<file path="config.mk">
export PLATFORM = sky130hd
export DESIGN_NAME = mem_access_unit
export DESIGN_NICKNAME = d
export VERILOG_FILES = /design/src/rtl/mem_access_unit.sv
export SDC_FILE = /design/constraint.sdc
export NUM_CORES = 1
export LEC_CHECK = 0
export CAP_MARGIN = 20
export CORE_ASPECT_RATIO = 2
export CORE_MARGIN = 2
export CORE_UTILIZATION = 55
export DETAILED_ROUTE_END_ITERATION = 8
export DONT_BUFFER_PORTS = 1
export HOLD_SLACK_MARGIN = 0.02
export PLACE_DENSITY_LB_ADDON = 0.2
export SLEW_MARGIN = 20
export SYNTH_ARGS = -nofsm -noshare
export SYNTH_HDL_FRONTEND = slang
export SYNTH_SLANG_ARGS = --single-unit
export TNS_END_PERCENT = 20
</file>
<file path="constraint.sdc">
create_clock -name clk -period 13.7 [get_ports clk]
set_input_delay 1.37 -clock clk [delete_from_list [all_inputs] [get_ports clk]]
set_output_delay 1.37 -clock clk [all_outputs]
set_load 0.05 [all_outputs]
</file>
<file path="src/rtl/mem_access_unit.sv">
// Load/store front-end for a word-only data memory: sub-word stores become
// read-modify-write sequences, sub-word loads are extracted and extended here.
module mem_access_unit #(
   parameter int MEM_WORDS = 3072
) (
   input  logic        clk,
   input  logic        reset,
   input  logic        req_valid,
   output logic        req_ready,
   input  logic        req_we,
   input  logic [1:0]  req_size,
   input  logic        req_signed,
   input  logic [31:0] req_addr,
   input  logic [31:0] req_wdata,
   input  logic [31:0] req_pc,
   output logic        resp_valid,
   output logic [31:0] resp_rdata,
   output logic        resp_err,
   output logic [31:0] dm_addr,
   output logic [31:0] dm_wd,
   output logic        dm_we,
   output logic [31:0] dm_pc,
   input  logic [31:0] dm_rdata
);

   localparam logic [32:0] MEM_BYTES = 33'(MEM_WORDS) * 33'd4;

   typedef enum logic [1:0] {IDLE, RD, WR, RESP} state_t;

   state_t      state_q,      state_d;
   logic        we_q,         we_d;
   logic [1:0]  size_q,       size_d;
   logic        sgn_q,        sgn_d;
   logic [1:0]  lane_q,       lane_d;
   logic [31:0] wdata_q,      wdata_d;
   logic [31:0] dm_addr_q,    dm_addr_d;
   logic [31:0] dm_pc_q,      dm_pc_d;
   logic [31:0] dm_wd_q,      dm_wd_d;
   logic        dm_we_q,      dm_we_d;
   logic        resp_valid_q, resp_valid_d;
   logic        resp_err_q,   resp_err_d;
   logic [31:0] resp_rdata_q, resp_rdata_d;
   logic        req_ready_q,  req_ready_d;
   logic        req_bad;

   // Replace the addressed byte or half of a memory word; word size passes wd through.
   function automatic logic [31:0] store_merge(input logic [31:0] word,
                                               input logic [31:0] wd,
                                               input logic [1:0]  size,
                                               input logic [1:0]  lane);
      logic [31:0] r;
      r = word;
      case (size)
         2'b00: begin
            case (lane)
               2'd0: r[7:0]   = wd[7:0];
               2'd1: r[15:8]  = wd[7:0];
               2'd2: r[23:16] = wd[7:0];
               default: r[31:24] = wd[7:0];
            endcase
         end
         2'b01: begin
            if (lane[1]) r[31:16] = wd[15:0];
            else         r[15:0]  = wd[15:0];
         end
         default: r = wd;
      endcase
      return r;
   endfunction

   function automatic logic [31:0] load_extract(input logic [31:0] word,
                                                input logic [1:0]  size,
                                                input logic        sgn,
                                                input logic [1:0]  lane);
      logic [7:0]  b;
      logic [15:0] h;
      logic [31:0] r;
      case (lane)
         2'd0: b = word[7:0];
         2'd1: b = word[15:8];
         2'd2: b = word[23:16];
         default: b = word[31:24];
      endcase
      h = lane[1] ? word[31:16] : word[15:0];
      case (size)
         2'b00:   r = sgn ? {{24{b[7]}}, b} : {24'd0, b};
         2'b01:   r = sgn ? {{16{h[15]}}, h} : {16'd0, h};
         default: r = word;
      endcase
      return r;
   endfunction

   always_comb begin
      req_bad = (req_size == 2'b11)
             || (req_size == 2'b01 && req_addr[0])
             || (req_size == 2'b10 && req_addr[1:0] != 2'b00)
             || ({1'b0, req_addr} >= MEM_BYTES);
   end

   always_comb begin
      state_d      = state_q;
      we_d         = we_q;
      size_d       = size_q;
      sgn_d        = sgn_q;
      lane_d       = lane_q;
      wdata_d      = wdata_q;
      dm_addr_d    = dm_addr_q;
      dm_pc_d      = dm_pc_q;
      dm_wd_d      = dm_wd_q;
      dm_we_d      = 1'b0;
      resp_valid_d = 1'b0;
      resp_err_d   = 1'b0;
      resp_rdata_d = 32'd0;

      case (state_q)
         IDLE: begin
            if (req_valid) begin
               we_d      = req_we;
               size_d    = req_size;
               sgn_d     = req_signed;
               lane_d    = req_addr[1:0];
               wdata_d   = req_wdata;
               dm_addr_d = {req_addr[31:2], 2'b00};
               dm_pc_d   = req_pc;
               if (req_bad) begin
                  state_d      = RESP;
                  resp_valid_d = 1'b1;
                  resp_err_d   = 1'b1;
               end else if (req_we && req_size == 2'b10) begin
                  state_d = WR;
                  dm_we_d = 1'b1;
                  dm_wd_d = req_wdata;
               end else begin
                  state_d = RD;
               end
            end
         end
         // The read word is consumed on the way out of RD: merged for stores, extracted for loads.
         RD: begin
            if (we_q) begin
               state_d = WR;
               dm_we_d = 1'b1;
               dm_wd_d = store_merge(dm_rdata, wdata_q, size_q, lane_q);
            end else begin
               state_d      = RESP;
               resp_valid_d = 1'b1;
               resp_rdata_d = load_extract(dm_rdata, size_q, sgn_q, lane_q);
            end
         end
         WR: begin
            state_d      = RESP;
            resp_valid_d = 1'b1;
         end
         default: begin
            state_d = IDLE;
         end
      endcase

      req_ready_d = (state_d == IDLE);
   end

   // Outputs are registered alongside the state so async reset clears dm_we immediately.
   always_ff @(posedge clk or posedge reset) begin
      if (reset) begin
         state_q      <= IDLE;
         we_q         <= 1'b0;
         size_q       <= 2'b00;
         sgn_q        <= 1'b0;
         lane_q       <= 2'b00;
         wdata_q      <= 32'd0;
         dm_addr_q    <= 32'd0;
         dm_pc_q      <= 32'd0;
         dm_wd_q      <= 32'd0;
         dm_we_q      <= 1'b0;
         resp_valid_q <= 1'b0;
         resp_err_q   <= 1'b0;
         resp_rdata_q <= 32'd0;
         req_ready_q  <= 1'b1;
      end else begin
         state_q      <= state_d;
         we_q         <= we_d;
         size_q       <= size_d;
         sgn_q        <= sgn_d;
         lane_q       <= lane_d;
         wdata_q      <= wdata_d;
         dm_addr_q    <= dm_addr_d;
         dm_pc_q      <= dm_pc_d;
         dm_wd_q      <= dm_wd_d;
         dm_we_q      <= dm_we_d;
         resp_valid_q <= resp_valid_d;
         resp_err_q   <= resp_err_d;
         resp_rdata_q <= resp_rdata_d;
         req_ready_q  <= req_ready_d;
      end
   end

   assign req_ready  = req_ready_q;
   assign resp_valid = resp_valid_q;
   assign resp_err   = resp_err_q;
   assign resp_rdata = resp_rdata_q;
   assign dm_addr    = dm_addr_q;
   assign dm_wd      = dm_wd_q;
   assign dm_we      = dm_we_q;
   assign dm_pc      = dm_pc_q;

endmodule

</file>
[Word-level counts from Yosys, hierarchy flattened]
Index checks and enable logic that the tools add are counted.
Storage, ports and cells
  flip-flop bits (word level): 170
  output and inout port bits: 132
  input port bits: 135
  word-level logic and storage cells: 76
Cells by class
  order comparisons: 1
  reductions and logical operators: 15
  equality and inequality tests: 12
  multiplexer cells: 34
Operator list (count)
  32-bit two-way mux: 8
  32-bit one-hot mux with 2 select lines: 3
  16-bit two-way mux: 3
  32-bit by 14-bit >= comparator with 1-bit output, second input constant: 1
  8-bit two-way mux: 4
  8-bit one-hot mux with 3 select lines: 1
  1-bit two-way mux: 9
  2-bit by 1-bit equality test with 1-bit output, second input constant: 4
  2-bit equality test, second input constant: 4
  2-bit logical NOT: 4
  2-bit inequality test, second input constant: 4
  2-bit two-way mux: 3
  2-bit one-hot mux with 3 select lines: 1
  5-bit AND reduction: 1
  2-bit nonzero test: 2
  1-bit logical AND: 3
  1-bit logical OR: 3
  1-bit one-hot mux with 3 select lines: 1
  3-bit OR reduction: 1
  1-bit one-hot mux with 2 select lines: 1
  2-bit AND reduction: 1

[Depth between registers and ports, before layout]
Gate-level depths: netlist of the first run.
  word-level depth: 9
  mapped depth: 8
  gate-level depth less buffers: 6

[Least setup slack after synthesis of the first run]
Ideal clock, no wire load.
  kind: input port to flip-flop
  start point: in req_addr[16]
  end point: reg dm_wd_q[0], in the netlist dm_wd[0]
  data required time: 13575 ps
  cell stages on the path: 7
  library setup time: 125 ps
  data arrival time: 2738 ps
  path slack: 10837 ps
  path through: nor4_1 > o211ai_1 > nor2_1 > a22o_1 > buf_2 > buf_4 > mux2_2
Between the ends
  word-level cells in the longest chain between the ends: 4
Ends and longest elaborated chain
  from (decl): RTL line 13  | input logic [31:0] req_addr,
  32-bit by 14-bit >= comparator with 1-bit output: RTL line 97  | || ({1'b0, req_addr} >= MEM_BYTES);
  1-bit logical OR: RTL line 97
  2-bit inequality test (no source line)
  5-bit AND reduction (no source line)
  to (signal assigned): RTL line 188  | dm_wd_q <= dm_wd_d;
  to (decl): RTL line 38  | logic [31:0] dm_wd_q, dm_wd_d;
Every way passes these cells.
A chain may end at the register's enable or synchronous reset.

[Worst setup path in the final report of the first run]
  start point: in req_addr[13]
  end point: reg dm_wd_q[20], in the netlist dm_wd[20]
The elaborated chain is that of the path after synthesis.

==> results of run 1 <==
worst max path at each step:
stage | startpoint | to | slack (ps) | cells past startpoint
6_report | req_addr[13] | dm_wd[20] | 10300 | 6
5_1_grt | req_addr[13] | dm_wd[2] | 10130 | 6
4_1_cts | req_addr[13] | dm_wd[20] | 10240 | 6
3_5_place_dp | req_addr[13] | dm_wd[20] | 9800 | 6
3_3_place_gp | req_addr[13] | dm_wd[1] | 9910 | 6
2_1_floorplan | reset | dm_addr[10] | 7730 | 1
cell type report:
class	count	area (µm²)	share of cell area [%]
Sequential cell	170	4260	50.0
Multi-Input combinational cell	402	3160	37.1
Clock buffer	18	439	5.16
Tap cell	189	236	2.78
Inverter	48	185	2.17
Clock inverter	13	166	1.95
Timing Repair Buffer	7	72.6	0.852
kinds of logic (layout without fill, tap and decap cells):
group                      count (synthesis)  after routing  synth area share [%]
DFF                                      170            170                  54.4
other                                      1              2                0.0479
buffers and inverters                     96             86                  5.43
and+or+nand+nor                           75             75                  4.36
adders and majority gates                  4              4                 0.639
AOI/OAI and AO/OA                        178            178                  14.8
muxes                                    143            143                  20.3
routing by layer:
metal	vias up	wire length [µm]	global-route usage [%]
met5	-	0	0
met4	0	1140	15.8
met3	72	1950	8.93
met2	318	11400	47.2
met1	2640	6620	29.4
li1	2355	-	-
tightest hold or removal path, cell delays in order (launching register included):
cell and delay [ps]:
dfrtp_1 330, nand2_1 50, o21ai_0 60
stage by stage:
| step | setup WS, ps | hold slack, ps | instances |
|---|---|---|---|
| floorplan | 7730 | 445 | 668 |
| global placement | 9910 | 456 | 815 |
| detailed placement | 9800 | 467 | 815 |
| CTS | 10240 | 482 | 846 |
| global route | 10130 | 512 | 847 |
| finish | 10300 | 479 | 847 |
sequential cells by signal (all words and copies together) (netlist names):
| signal | count |
|---|---|
| resp_valid | 1 |
| dm_we | 1 |
| size_q | 2 |
| sgn_q | 1 |
| wdata_q | 32 |
| dm_addr | 30 |
| req_ready | 1 |
| resp_err | 1 |
| lane_q | 2 |
| we_q | 1 |
| state_q | 2 |
| dm_pc | 32 |
| dm_wd | 32 |
| resp_rdata | 32 |
cells in the mapped netlist (all sizes together):
cell    count  area (µm²)
dfrtp     169        4230
mux2      116        1310
inv        48         180
a21oi      46         230
o21ai      36         184
o22ai      34         226
clkbuf     31         120
nand2      28         105
mux2i      26         260
nor2       26         100
a22o       17         149
buf        17         125
a311oi      8        70.1
a211o       7        61.3
a21o        7        52.6
a222oi      7        70.1
a31oi       7        43.8
ha          4        50.1
nand2b      4        25.0
nor2b       4        25.0
nor4        4        25.0
a211oi      2        15.0
nand3       2        10.0
nor3        2        10.0
o31a        2        17.5
a32o        1        10.0
and2        1        6.26
and3        1        6.26
and4b       1        10.0
conb        1        3.75
dfstp       1        26.3
mux4        1        22.5
nor3b       1        12.5
o211ai      1        7.51
o21bai      1        7.51
o221ai      1        8.76
o41ai       1        8.76
or3         1        6.26
==> flow_summary.toml, run 1 <==
[worst_setup_path]
critical_path_buf_inv_count = 1
crit_arrival_ps = 3720
crit_path_max_incr_delay_ps = 630
crit_chain = "a211oi_1 -> o211ai_1 -> nor2_1 -> a22o_1 -> buf_4 -> mux2_2"
worstSetupPathType = "in -> reg"
rr_worst_depth = 8
cp-end-kind = "flip-flop"
start_kind = "input pin"
r2r-end = "dm_wd[20]"
cp_slowest_cell = "a22o_1"
crit_required_ps = 14010
timing.rr.start = "state_q[1]"
path_max_fanout = 22
cp_top_family = "compound AO/OA/AOI/OAI gates"
r2r_slack_ps = 10440

[sta]
relSlewSlack_pct = 31.7
max_freq_mhz = 294
timing.final.crit_share_pct = 24.8
skew_ps = 8.09
slew_viol_final = 0
finalCriticalPeriod_ps = 3400
worst_pin_slew_ps = 1020
hold_violations = 0
fin_tns_setup_ps = 0
setup_viol = 0
grt_setup_unrepaired = "false"

[finish]
finish.utilization_pct = 61.3
final_nets = 785
antenna_cells = 0
nFillCells = 1138
layout_commonest_cell = "dfrtp_1"
drive_gt1_share_pct = 24.9
layout_common_cells = "dfrtp_1, mux2_2, inv_1"
syn2layout_area_growth_pct = 8.81
stdcell_area_um2 = 8520

[global_route]
grt_pass1_vias = 5541
antenna_found_initial = 0
grt_pass1_wl_um = 31500
grt_usage_pct = 27.8
grt_max_degree = 113
overflow = 0

[clock_tree]
cts.clk_slew.worst_paths_ps = 60
clock_latency_ps = 430
htreeDepth = 4
cts_resized = 0
cts_root_buf = "clkbuf_16"
numCtsBuffers = 17
clock-sinks = 170
cts_hold_buf = 0
post_cts_buffers = 0
cts_tree = "yes"
clock_tree.buffer_depth = 2

[drt]
dr.first_iter.drc_count = 379
drtAntennaViolNets = 0
drc_errors = 0
viasPerCell = 6.36
drtPass1Iterations = 6
wl_per_cell_um = 25.0
routed_wl_um = 21100
vias = 5385

[die]
start_util_pct = 56.4
dieWidth_um = 88.4
io-pin-count = 267
core_um2 = 13900
dieArea_um2 = 15300
rows = 61
die_h_um = 173

[hold_path]
hold_class = "reg -> reg"
min_to = "wdata_q[21]"
hold_path.startpoint = "wdata_q[21]"
whs_path_depth = 2

[logic_synthesis]
ys_ff_latch = 170
ys_warn_count = 0
synth_cells = 667
yosys.cell_types.count = 44
seq_area_frac_synth_pct = 54.4
synthesis.area_um2 = 7830
syn-mean-instance-area_um2 = 11.7

[placement]
globalplace.congestion = 0.965
place_area_um2 = 7880
portBuffers = 0
dp.final_hpwl_um = 15500

[outcome]
status = "complete, no violations"

[job]
maxCapViolCount = 0
Power of run 1 is not shown: default switching activity piles up to over one toggle a cycle in this logic, so the estimate is an artifact.
==> run 2, diff against run 1 <==
Clock period 13.7 ns to 3 ns, I/O delays scaled along.
==> flow_summary.toml, run 2 (same netlist as run 1, synthesis figures left out) <==
[clock_tree]
cts_hold_buf = 100
htreeDepth = 4
post_cts_buffers = 0
cts.clk_slew.worst_paths_ps = 60
numCtsBuffers = 17
clock_latency_ps = 430
cts_resized = 0
clock_tree.buffer_depth = 2
clock-sinks = 170
cts_tree = "yes"
cts_root_buf = "clkbuf_16"

[worst_setup_path]
crit_arrival_ps = 2640
r2r_slack_ps = 640
start_kind = "flip-flop"
worstSetupPathType = "reg -> reg"
path_max_fanout = 13
crit_required_ps = 3280
cp-end-kind = "flip-flop"

[placement]
place_area_um2 = 7970
globalplace.congestion = 1.01
portBuffers = 0
place_inst = 823
dp.final_hpwl_um = 15700

[global_route]
grt_pass1_wl_um = 34900
antenna_found_initial = 0
overflow = 0
grt_usage_pct = 30.6
grt_pass1_vias = 6267
grt_max_degree = 171

[drt]
vias = 5819
drc_errors = 0
drtPass1Iterations = 5
routed_wl_um = 22700
drtAntennaViolNets = 0
viasPerCell = 6.09
dr.first_iter.drc_count = 356
wl_per_cell_um = 23.8

[finish]
layout_common_cells = "dfrtp_1, mux2_2, dlygate4sd3_1"
antenna_cells = 0
layout_commonest_cell = "dfrtp_1"
drive_gt1_share_pct = 22.0
finish.utilization_pct = 68.9
syn2layout_area_growth_pct = 22.3
instances_no_fill = 956
final_nets = 893
stdcell_area_um2 = 9570

[sta]
finalCriticalPeriod_ps = 2360
slew_viol_final = 0
relSlewSlack_pct = 37.2
skew_ps = 11.2
max_freq_mhz = 424
hold_violations = 12
worst_pin_slew_ps = 941
fin_tns_setup_ps = 0
grt_setup_unrepaired = "false"
finalHoldWorstSlack_ps = -53.9
setup_viol = 0
timing.final.crit_share_pct = 78.6

[hold_path]
hold_class = "in -> async"

[die]
core_um2 = 13900
dieWidth_um = 88.4
dieArea_um2 = 15300
rows = 61
io-pin-count = 267
start_util_pct = 56.4
die_h_um = 173

[job]
maxCapViolCount = 0

[power]
power_density_nw_per_um2 = 1360
leakagePower_nw = 4.31
vdd_ir_drop_max_mv = 0.763

[outcome]
status = "finished with violations"
failed_checks = "negative hold slack"
-- run 2: changes by cell type in the layout (fill, tap and decap cells not counted), moves of 2 or more --
cell	before	now
clkinv_2	2	0
buf_4	6	12
clkbuf_1	0	2
buf_12	0	2
dlygate4sd3_1	0	101
-- run 2: stage by stage --
stage               setup WS (ps)  total power [mW]
CTS                           655              13.0
finish                        642              13.0
global placement              696              10.6
global route                  509              13.6
detailed placement            672              10.7
floorplan                     532              9.69
-- run 2: power breakdown --
group / internal, mW / total [mW] / switching [mW]
Combinational: 1.85 / 3.72 / 1.88
Sequential: 3.31 / 7.11 / 3.79
Clock: 1.28 / 2.20 / 0.917
Total: 6.44 / 13.0 / 6.59
-- run 2: cell type report --
| cell class | instances | area, µm² |
|---|---|---|
| multi-input cells | 402 | 3160 |
| inverters | 48 | 184 |
| clock inverters | 11 | 135 |
| well taps | 189 | 236 |
| flip-flops and latches | 170 | 4260 |
| repair buffers | 115 | 1140 |
| clock buffers | 21 | 460 |
| fillers | 1018 | 4320 |
-- run 2: worst paths after layout --
path,startpoint,end,depth (start not counted)
setup / recovery,size_q[1],resp_rdata[0],5
min in group clk,req_addr[3],dm_addr[3],1
max in group asynchronous,reset,dm_wd[15],2
setup reg to reg,size_q[1],resp_rdata[0],5
hold reg to reg,wdata_q[23],wdata_q[23],2
hold / removal,reset,resp_rdata[4],2
-- run 2: per-layer routing --
metal	routed length, µm	share of wire [%]	global-route usage, %	up-vias
met5	0	0	0	-
met4	1330	5.8	17.9	0
met3	1700	7.5	8.54	57
met2	12000	53	52.3	308
met1	7700	34	32.4	2883
li1	-	-	-	2571
-- run 2: worst max-delay path, cell delays in order (launching register included) --
cell and delay, ps:
dfrtp_1 580, nor3b_2 640, nor2_2 290, buf_4 250, a222oi_1 360, nor2_1 90
Power figures use the tool's default switching activity.
